==> config.mk <==
export PLATFORM = sky130hd
export DESIGN_NAME = starfield_parallax
export DESIGN_NICKNAME = d
export VERILOG_FILES = /design/src/rtl/starfield_pkg.sv /design/src/rtl/starfield_layer.sv /design/src/rtl/starfield_parallax.sv
export SDC_FILE = /design/constraint.sdc
export NUM_CORES = 1
export LEC_CHECK = 0
export ABC_AREA = 1
export CAP_MARGIN = 10
export CORE_UTILIZATION = 60
export CTS_CLUSTER_DIAMETER = 80
export CTS_CLUSTER_SIZE = 10
export DETAILED_ROUTE_END_ITERATION = 8
export PLACE_DENSITY_LB_ADDON = 0.12
export SLEW_MARGIN = 40
export SYNTH_ARGS = -nofsm -noshare
export SYNTH_HDL_FRONTEND = slang
export SYNTH_HIERARCHICAL = 1
export SYNTH_SLANG_ARGS = --single-unit
==> constraint.sdc <==
create_clock -name clk -period 2.7 [get_ports clk]
set_input_delay 0.54 -clock clk [delete_from_list [all_inputs] [get_ports clk]]
set_output_delay 0.54 -clock clk [all_outputs]
set_load 0.01 [all_outputs]
==> src/rtl/starfield_pkg.sv <==
// Shared constants, FSM state type and LFSR step function for the parallax starfield.
package starfield_pkg;

    localparam int          LFSR_W    = 16;
    localparam logic [15:0] TAPS      = 16'hB400;
    localparam logic [15:0] SEED_BASE = 16'hACE1;
    localparam logic [15:0] SEED_STEP = 16'h1F35;

    typedef enum logic [1:0] {
        IDLE = 2'd0,
        SKIP = 2'd1,
        LOAD = 2'd2
    } state_e;

    // Galois right-shift step; a nonzero state never reaches zero.
    function automatic logic [LFSR_W-1:0] lfsr_next(input logic [LFSR_W-1:0] s);
        return (s >> 1) ^ (s[0] ? TAPS : 16'h0000);
    endfunction

endpackage

==> src/rtl/starfield_layer.sv <==
// One star layer: frame-start state, running scan state and the per-frame skip counter.
module starfield_layer
    import starfield_pkg::*;
#(
    parameter logic [LFSR_W-1:0] SEED    = SEED_BASE,
    parameter int                SPD_W   = 4,
    parameter int                DENS    = 7,
    parameter bit                NEAREST = 1'b0
) (
    input  logic             clk,
    input  logic             reset,
    input  logic             step_run,
    input  logic             skip,
    input  logic             load,
    input  logic             start,
    input  logic [SPD_W-1:0] start_cnt,
    output logic             star,
    output logic [2:0]       colour,
    output logic             cnt_zero
);

    logic [LFSR_W-1:0] base_q, base_d;
    logic [LFSR_W-1:0] lfsr_q, lfsr_d;
    logic [SPD_W-1:0]  cnt_q,  cnt_d;

    // Next-state for the skip counter, frame base and scan state.
    always_comb begin
        base_d = base_q;
        cnt_d  = cnt_q;
        lfsr_d = lfsr_q;
        if (start) begin
            cnt_d = start_cnt;
        end else if (skip && (cnt_q != '0)) begin
            base_d = lfsr_next(base_q);
            cnt_d  = cnt_q - SPD_W'(1);
        end else begin
            cnt_d = cnt_q;
        end
        if (load) begin
            lfsr_d = base_q;
        end else if (step_run) begin
            lfsr_d = lfsr_next(lfsr_q);
        end else begin
            lfsr_d = lfsr_q;
        end
    end

    // Layer state registers.
    always_ff @(posedge clk) begin
        if (reset) begin
            base_q <= SEED;
            lfsr_q <= SEED;
            cnt_q  <= '0;
        end else begin
            base_q <= base_d;
            lfsr_q <= lfsr_d;
            cnt_q  <= cnt_d;
        end
    end

    assign star     = &lfsr_q[LFSR_W-1 -: DENS];
    assign cnt_zero = (cnt_q == '0);
    // Far layers take colour from the low state bits, never black.
    assign colour   = NEAREST ? 3'b111
                    : ((lfsr_q[2:0] == 3'b000) ? 3'b001 : lfsr_q[2:0]);

endmodule

==> src/rtl/starfield_parallax.sv <==
// Multi-layer parallax starfield: per-frame skip sequencer, layer priority mux, registered colour.
module starfield_parallax
    import starfield_pkg::*;
#(
    parameter int NLAYERS = 3,
    parameter int SPD_W   = 4,
    parameter int DENS    = 7
) (
    input  logic                     clk,
    input  logic                     reset,
    input  logic                     display_on,
    input  logic                     frame_start,
    input  logic                     pause,
    input  logic [NLAYERS*SPD_W-1:0] speed,
    output logic [2:0]               rgb,
    output logic                     star_on,
    output logic                     busy
);

    state_e                    state_q, state_d;
    logic                      step_run_s, skip_s, load_s, start_s;
    logic [NLAYERS-1:0]        star_s, cnt_zero_s;
    logic [NLAYERS-1:0][2:0]   colour_s;
    logic [2:0]                win_s, rgb_d, rgb_q;
    logic                      any_s, star_on_d, star_on_q, busy_d, busy_q;

    // Sequencer: scan in IDLE, advance frame bases in SKIP, restart scans in LOAD.
    always_comb begin
        state_d    = state_q;
        step_run_s = 1'b0;
        skip_s     = 1'b0;
        load_s     = 1'b0;
        start_s    = 1'b0;
        case (state_q)
            IDLE: begin
                step_run_s = display_on;
                if (frame_start) begin
                    start_s = 1'b1;
                    state_d = SKIP;
                end else begin
                    state_d = IDLE;
                end
            end
            SKIP: begin
                skip_s = 1'b1;
                if (&cnt_zero_s) begin
                    state_d = LOAD;
                end else begin
                    state_d = SKIP;
                end
            end
            LOAD: begin
                load_s  = 1'b1;
                state_d = IDLE;
            end
            default: state_d = IDLE;
        endcase
    end

    for (genvar k = 0; k < NLAYERS; k++) begin : g_layer
        starfield_layer #(
            .SEED    (SEED_BASE ^ LFSR_W'(k * SEED_STEP)),
            .SPD_W   (SPD_W),
            .DENS    (DENS),
            .NEAREST (k == 0)
        ) u_layer (
            .clk       (clk),
            .reset     (reset),
            .step_run  (step_run_s),
            .skip      (skip_s),
            .load      (load_s),
            .start     (start_s),
            .start_cnt (pause ? '0 : speed[k*SPD_W +: SPD_W]),
            .star      (star_s[k]),
            .colour    (colour_s[k]),
            .cnt_zero  (cnt_zero_s[k])
        );
    end

    // Lowest-index layer with a star wins; scan from far to near so near overwrites.
    always_comb begin
        win_s = 3'b000;
        any_s = |star_s;
        for (int k = NLAYERS - 1; k >= 0; k--) begin
            if (star_s[k]) begin
                win_s = colour_s[k];
            end else begin
                win_s = win_s;
            end
        end
        star_on_d = display_on && any_s;
        rgb_d     = star_on_d ? win_s : 3'b000;
        busy_d    = (state_d != IDLE);
    end

    // FSM state and output registers.
    always_ff @(posedge clk) begin
        if (reset) begin
            state_q   <= IDLE;
            rgb_q     <= 3'b000;
            star_on_q <= 1'b0;
            busy_q    <= 1'b0;
        end else begin
            state_q   <= state_d;
            rgb_q     <= rgb_d;
            star_on_q <= star_on_d;
            busy_q    <= busy_d;
        end
    end

    assign rgb     = rgb_q;
    assign star_on = star_on_q;
    assign busy    = busy_q;

endmodule

==> out/metrics.cfg, run 1 <==
[synth]
ys_types=42
synth_top_cell_area_share_pct=42.6
synth_cells=745
synth_top_area_cell=dfxtp_1
synth-seq-area-share_pct=42.6
synth_common_cells=nand2_1 (239), dfxtp_1 (115), inv_1 (72), nand3_1 (56), a21oi_1 (48)
synth_most_common_cell=nand2_1
yosysWarnings=6
postSynth.asyncResetShare_pct=0
netlist_area_um2=5400
synth_edf_count=0
ys_top_cells_by_area=dfxtp_1 (43%), nand2_1 (17%), nand3_1 (5.2%), inv_1 (5.0%), a21oi_1 (4.4%)
synth-main-ff-cell=dfxtp_1
synth-seq-cells=115
syn_area_per_cell_um2=7.25

[finish]
drive_gt1_share_pct=12.2
nNetsFinal=776
diodes=0
areaGrowthSynthToFinish_pct=14.1
fin_util_pct=70.6

[run]
drv_cap=0

[floorplanning]
die_w_um=96.9
start_util_pct=61.9
ios=22
core_um2=8720
rows=34
die_y_um=96.9
dieArea_um2=9380

[timing]
slew_headroom_pct=56.7
skew_ps=17.0
post-route-period-util_pct=71.4
fin_crit_ps=1930
max_freq_mhz=519
setup_viol=0
grt_setup_unrepaired=no
finalHoldViolCount=0
drv_slew=0
worstMarginPinSlew_ps=647
finalSetupTns_ps=0

[global_routing]
grt_pass1_wl_um=19400
grt_pass1_vias=4358
track_usage_pct=25.1
grt_remaining_overflow=0
grt_max_degree=32
antenna_found_initial=0

[clock_tree]
clk_pin_slew_worst_paths_ps=60
clockRootBuffer=clkbuf_8
cts_inserted_buffers=17
htree_levels=4
cts_setup_buffers=0
cts_tree=built
clkSinkCount=115
cts_resized=0
ctsLongestPathBuffers=2
ctsHoldBuffers=0
clk-insertion-delay-late_ps=510

[setup_path]
crit_arrival_ps=2330
critical_path_required_ps=3100
start_kind=flip-flop
worstSetupEndpointType=flip-flop
worstPathMaxFanout=21
critPathKind=flip-flop to flip-flop

[pwr]
power_density_nw_per_um2=969
max-vdd-ir-drop_v=0.000645
leakagePower_nw=2.82

[drt]
postRouteAntennaNets=0
drt_pass1_iterations=4
avgRoutedWirePerCell_um=12.7
drt_iter0_drc=192
drc=0
vias=4592
drt-total-wl_um=11100
viasPerCell=5.24

[outcome]
outcome=complete, no violations

[placement]
place.gp.congestion=0.803
dp.final_hpwl_um=7300
portBuffers=21

[worst_hold_path]
hold_class=primary input to flip-flop

## layer usage
layer	share of wire (%)	GRT usage, %	wire length [um]	vias up
met2	49	42.7	5460	82
met1	46	31.2	5110	2111
li1	-	-	-	2389
met5	0	0	0	-
met3	4.0	5.56	442	10
met4	1.1	9.07	127	0
## registers in the layout, summed over array words and instances, names as in the netlist
register / flops
g_layer.u_layer/cnt_q: 12
rgb: 3
star_on: 1
busy: 1
g_layer.u_layer/base_q: 48
g_layer.u_layer/lfsr_q: 48
state_q: 2
## worst max-delay path: stages (launching register included)
cell and delay (ps):
dfxtp_1 370, inv_1 100, nor2_4 510, buf_4 360, nor2_4 130, a22oi_1 150, nand2_1 70, nand2_1 70
inv_1 50
## worst paths after layout
| check | from | endpoint | slack, ps | cells after the start |
|---|---|---|---|---|
| worst min register to register | g_layer[1].u_layer/lfsr_q[3] | g_layer[1].u_layer/lfsr_q[2] | 460 | 2 |
| worst max-delay path | state_q[1] | g_layer[1].u_layer/lfsr_q[1] | 770 | 8 |
| worst max register to register | state_q[1] | g_layer[1].u_layer/lfsr_q[1] | 770 | 8 |
| worst min-delay path | reset | g_layer[0].u_layer/base_q[4] | 460 | 2 |
## logic make-up after synthesis
family	synth area share (%)
adders and majority gates	0.695
AOI/OAI and AO/OA	12.0
other	0.0694
buffers and inverters	10.2
DFF	42.6
and+or+nand+nor	31.3
xor gates and xnor gates	3.08
## metrics by stage
step | std cells | hold WS [ps] | total power, W | area, um2 | setup slack [ps]
after CTS | 877 | 444 | 0.00601 | 6160 | 784
after floorplan | 747 | 429 | 0.00357 | 5410 | 378
after global routing | 877 | 465 | 0.00635 | 6160 | 650
after detailed placement | 845 | 447 | 0.00385 | 5590 | 357
after global placement | 845 | 445 | 0.00379 | 5590 | 410
final | 877 | 462 | 0.00597 | 6160 | 772
## power by group
part           internal, W  switching [W]
registers          0.00205       0.000296
logic             0.000570       0.000918
clock network      0.00132       0.000815
total              0.00394        0.00203
## cells in the final DEF (no fill, tap or decap), types with 4 or more instances in the layout
cell             synthesis  routed
inv_2                   11      11
xor2_1                  10      10
clkbuf_16                0      16
a22oi_1                  6       6
inv_1                   72      72
nand2_2                 14      14
buf_4                    7       7
nand2_4                  4       4
o211ai_1                16      16
nand2_1                239     239
nor2_4                   7       8
clkdlybuf4s50_1          0      20
nor2_1                  41      40
dfxtp_1                115     115
o21ai_0                 12      12
a21oi_2                  6       6
nand3b_1                 5       5
a31oi_1                  4       4
a21oi_1                 48      48
xnor2_1                  9       9
o221ai_1                 5       5
inv_6                    0       4
nand3_1                 56      56
## final cells by class
type	count	area, um2
sequential	115	2300
clock buffer	18	418
timing repair buffer	28	258
multi-input combinational	508	2570
tap	108	135
clock inverter	14	154
inverter	86	325
fill	716	2560
No activity file was read; power rests on OpenSTA's default activity.
==> run 2, diff against run 1 <==
- clock period: 2.7 -> 1.9 ns (I/O delays scaled with it)
==> out/metrics.cfg, run 2 (synthesis gave the netlist of run 1 again) <==
[finish]
diodes=0
reg_top3=g_layer.u_layer/base_q: 48 flops, g_layer.u_layer/lfsr_q: 48 flops, g_layer.u_layer/cnt_q: 12 flops
fin_util_pct=73.0
layout_commonest_cell=nand2_1
multi_input_area_um2=2570
areaGrowthSynthToFinish_pct=17.8
nNetsFinal=787
area.sequential_um2=2300
most-common-layout-cells=nand2_1 (239), dfxtp_1 (115), inv_1 (72)
fin_area_um2=6360
drive_gt1_share_pct=13.6
nFillCells=680

[global_routing]
antenna_found_initial=0
track_usage_pct=26.5
grt.met3_usage_pct=5.49
grt_pass1_vias=4455
top_usage_layer=met2
grt_max_degree=23
grt_remaining_overflow=0
grt_pass1_wl_um=20600
grt_use_met1_pct=35.6
use_met2_pct=42.4

[placement]
place_area_um2=5740
dp.final_hpwl_um=7820
portBuffers=21
place.gp.congestion=0.807
place_ws_ps=-54.4

[timing]
drv_slew=0
fin_crit_ps=1720
max_freq_mhz=580
post-route-period-util_pct=90.7
fin_ws_ps=177
skew_ps=6.89
slew_headroom_pct=63.1
worstMarginPinSlew_ps=552
grt_setup_unrepaired=no
setup_viol=0
hold_ws_ps=293
finalHoldViolCount=0

[setup_path]
crit_buf_inv=1
rr_startpoint=state_q[1]
path_delay_family=buffers and inverters
start_kind=flip-flop
crit_chain=clkdlybuf4s50_1
worstRegToRegCells=9
slowest_stage=clkdlybuf4s50_1
critPathKind=flip-flop to output pin
crit_arrival_ps=1340
critPathMaxStageDelay_ps=530
r2r_end=g_layer[2].u_layer/lfsr_q[2]
r2r_slack_ps=230
critical_path_required_ps=1520
worstPathMaxFanout=1
worstSetupEndpointType=output pin

[pwr]
seq_power_share_pct=37.6
power_frac_comb_pct=25.3
pwr-share-clk_pct=37.2
intPower_w=0.00601
max-vdd-ir-drop_v=0.000769
power_switching_w=0.00292
leakagePower_nw=2.92
sw_frac_of_total_pct=32.7
power_density_nw_per_um2=1400

[drt]
drt_iter0_drc=258
viasPerCell=5.46
vias=4851
avgRoutedWirePerCell_um=13.3
drt_pass1_iterations=7
postRouteAntennaNets=0
drt-total-wl_um=11800
drc=0

[floorplanning]
die_w_um=96.9
ios=22
rows=34
dieArea_um2=9380
core_um2=8720
die_y_um=96.9
start_util_pct=61.9

[clock_tree]
clockRootBuffer=clkbuf_8
cts_inserted_buffers=17
cts_setup_buffers=0
htree_levels=4
ctsLongestPathBuffers=2
cts_resized=0
ctsHoldBuffers=0
cts_tree=built
clkSinkCount=115
clk_pin_slew_worst_paths_ps=60
clk-insertion-delay-late_ps=500

[worst_hold_path]
hp-start=reset
hold_class=primary input to flip-flop
holdPathEnd=g_layer[2].u_layer/base_q[5]
min_path_cells=2

[outcome]
outcome=complete, no violations

[run]
drv_cap=0

## run 2: cell types whose count changed in the layout (fill, tap and decap cells not counted), sizes merged
cell      previous run  this run
buf                  8        19
inv                 88        85
clkinvlp             3         2
clkinv               7         8
clkbuf              18        19
bufinv               2         4
## run 2: metal layers
| metal | vias to the layer above | part of all wire [%] |
|---|---|---|
| li1 | 2417 | - |
| met1 | 2275 | 48 |
| met2 | 144 | 47 |
| met3 | 15 | 4.3 |
| met4 | 0 | 0.96 |
| met5 | - | 0 |
## run 2: area by class of cell
cell class                 instances  share of cell area (%)
inverter                          86                    5.11
sequential                       115                    36.2
tap                              108                    2.12
multi-input combinational        508                    40.5
timing repair buffer              39                    6.33
clock inverter                    13                    2.85
clock buffer                      19                    6.94
## run 2: worst max path at each step
| stage | start | to | slack, ps | cells after the start |
|---|---|---|---|---|
| final | busy | busy | 180 | 1 |
| after global routing | state_q[1] | g_layer[1].u_layer/lfsr_q[0] | 100 | 7 |
| after CTS | busy | busy | 150 | 1 |
| after detailed placement | display_on | g_layer[2].u_layer/lfsr_q[5] | -50 | 10 |
| after global placement | display_on | g_layer[2].u_layer/lfsr_q[2] | -20 | 10 |
| after floorplan | state_q[1] | g_layer[2].u_layer/lfsr_q[14] | 150 | 11 |
## run 2: metrics by stage
stage               std cells  TNS, ps  total power [W]
floorplan                 747        0          0.00508
global placement          856    -23.8          0.00550
detailed placement        856     -383          0.00561
CTS                       888        0          0.00895
global route              888        0          0.00947
finish                    888        0          0.00893
## run 2: power groups by stage
stage	clock network (W)	logic, W	registers (W)
after global routing	0.00348	0.00257	0.00342
final	0.00332	0.00226	0.00335
after detailed placement	0	0.00223	0.00338
after CTS	0.00335	0.00226	0.00335
after floorplan	0	0.00184	0.00324
after global placement	0	0.00214	0.00336
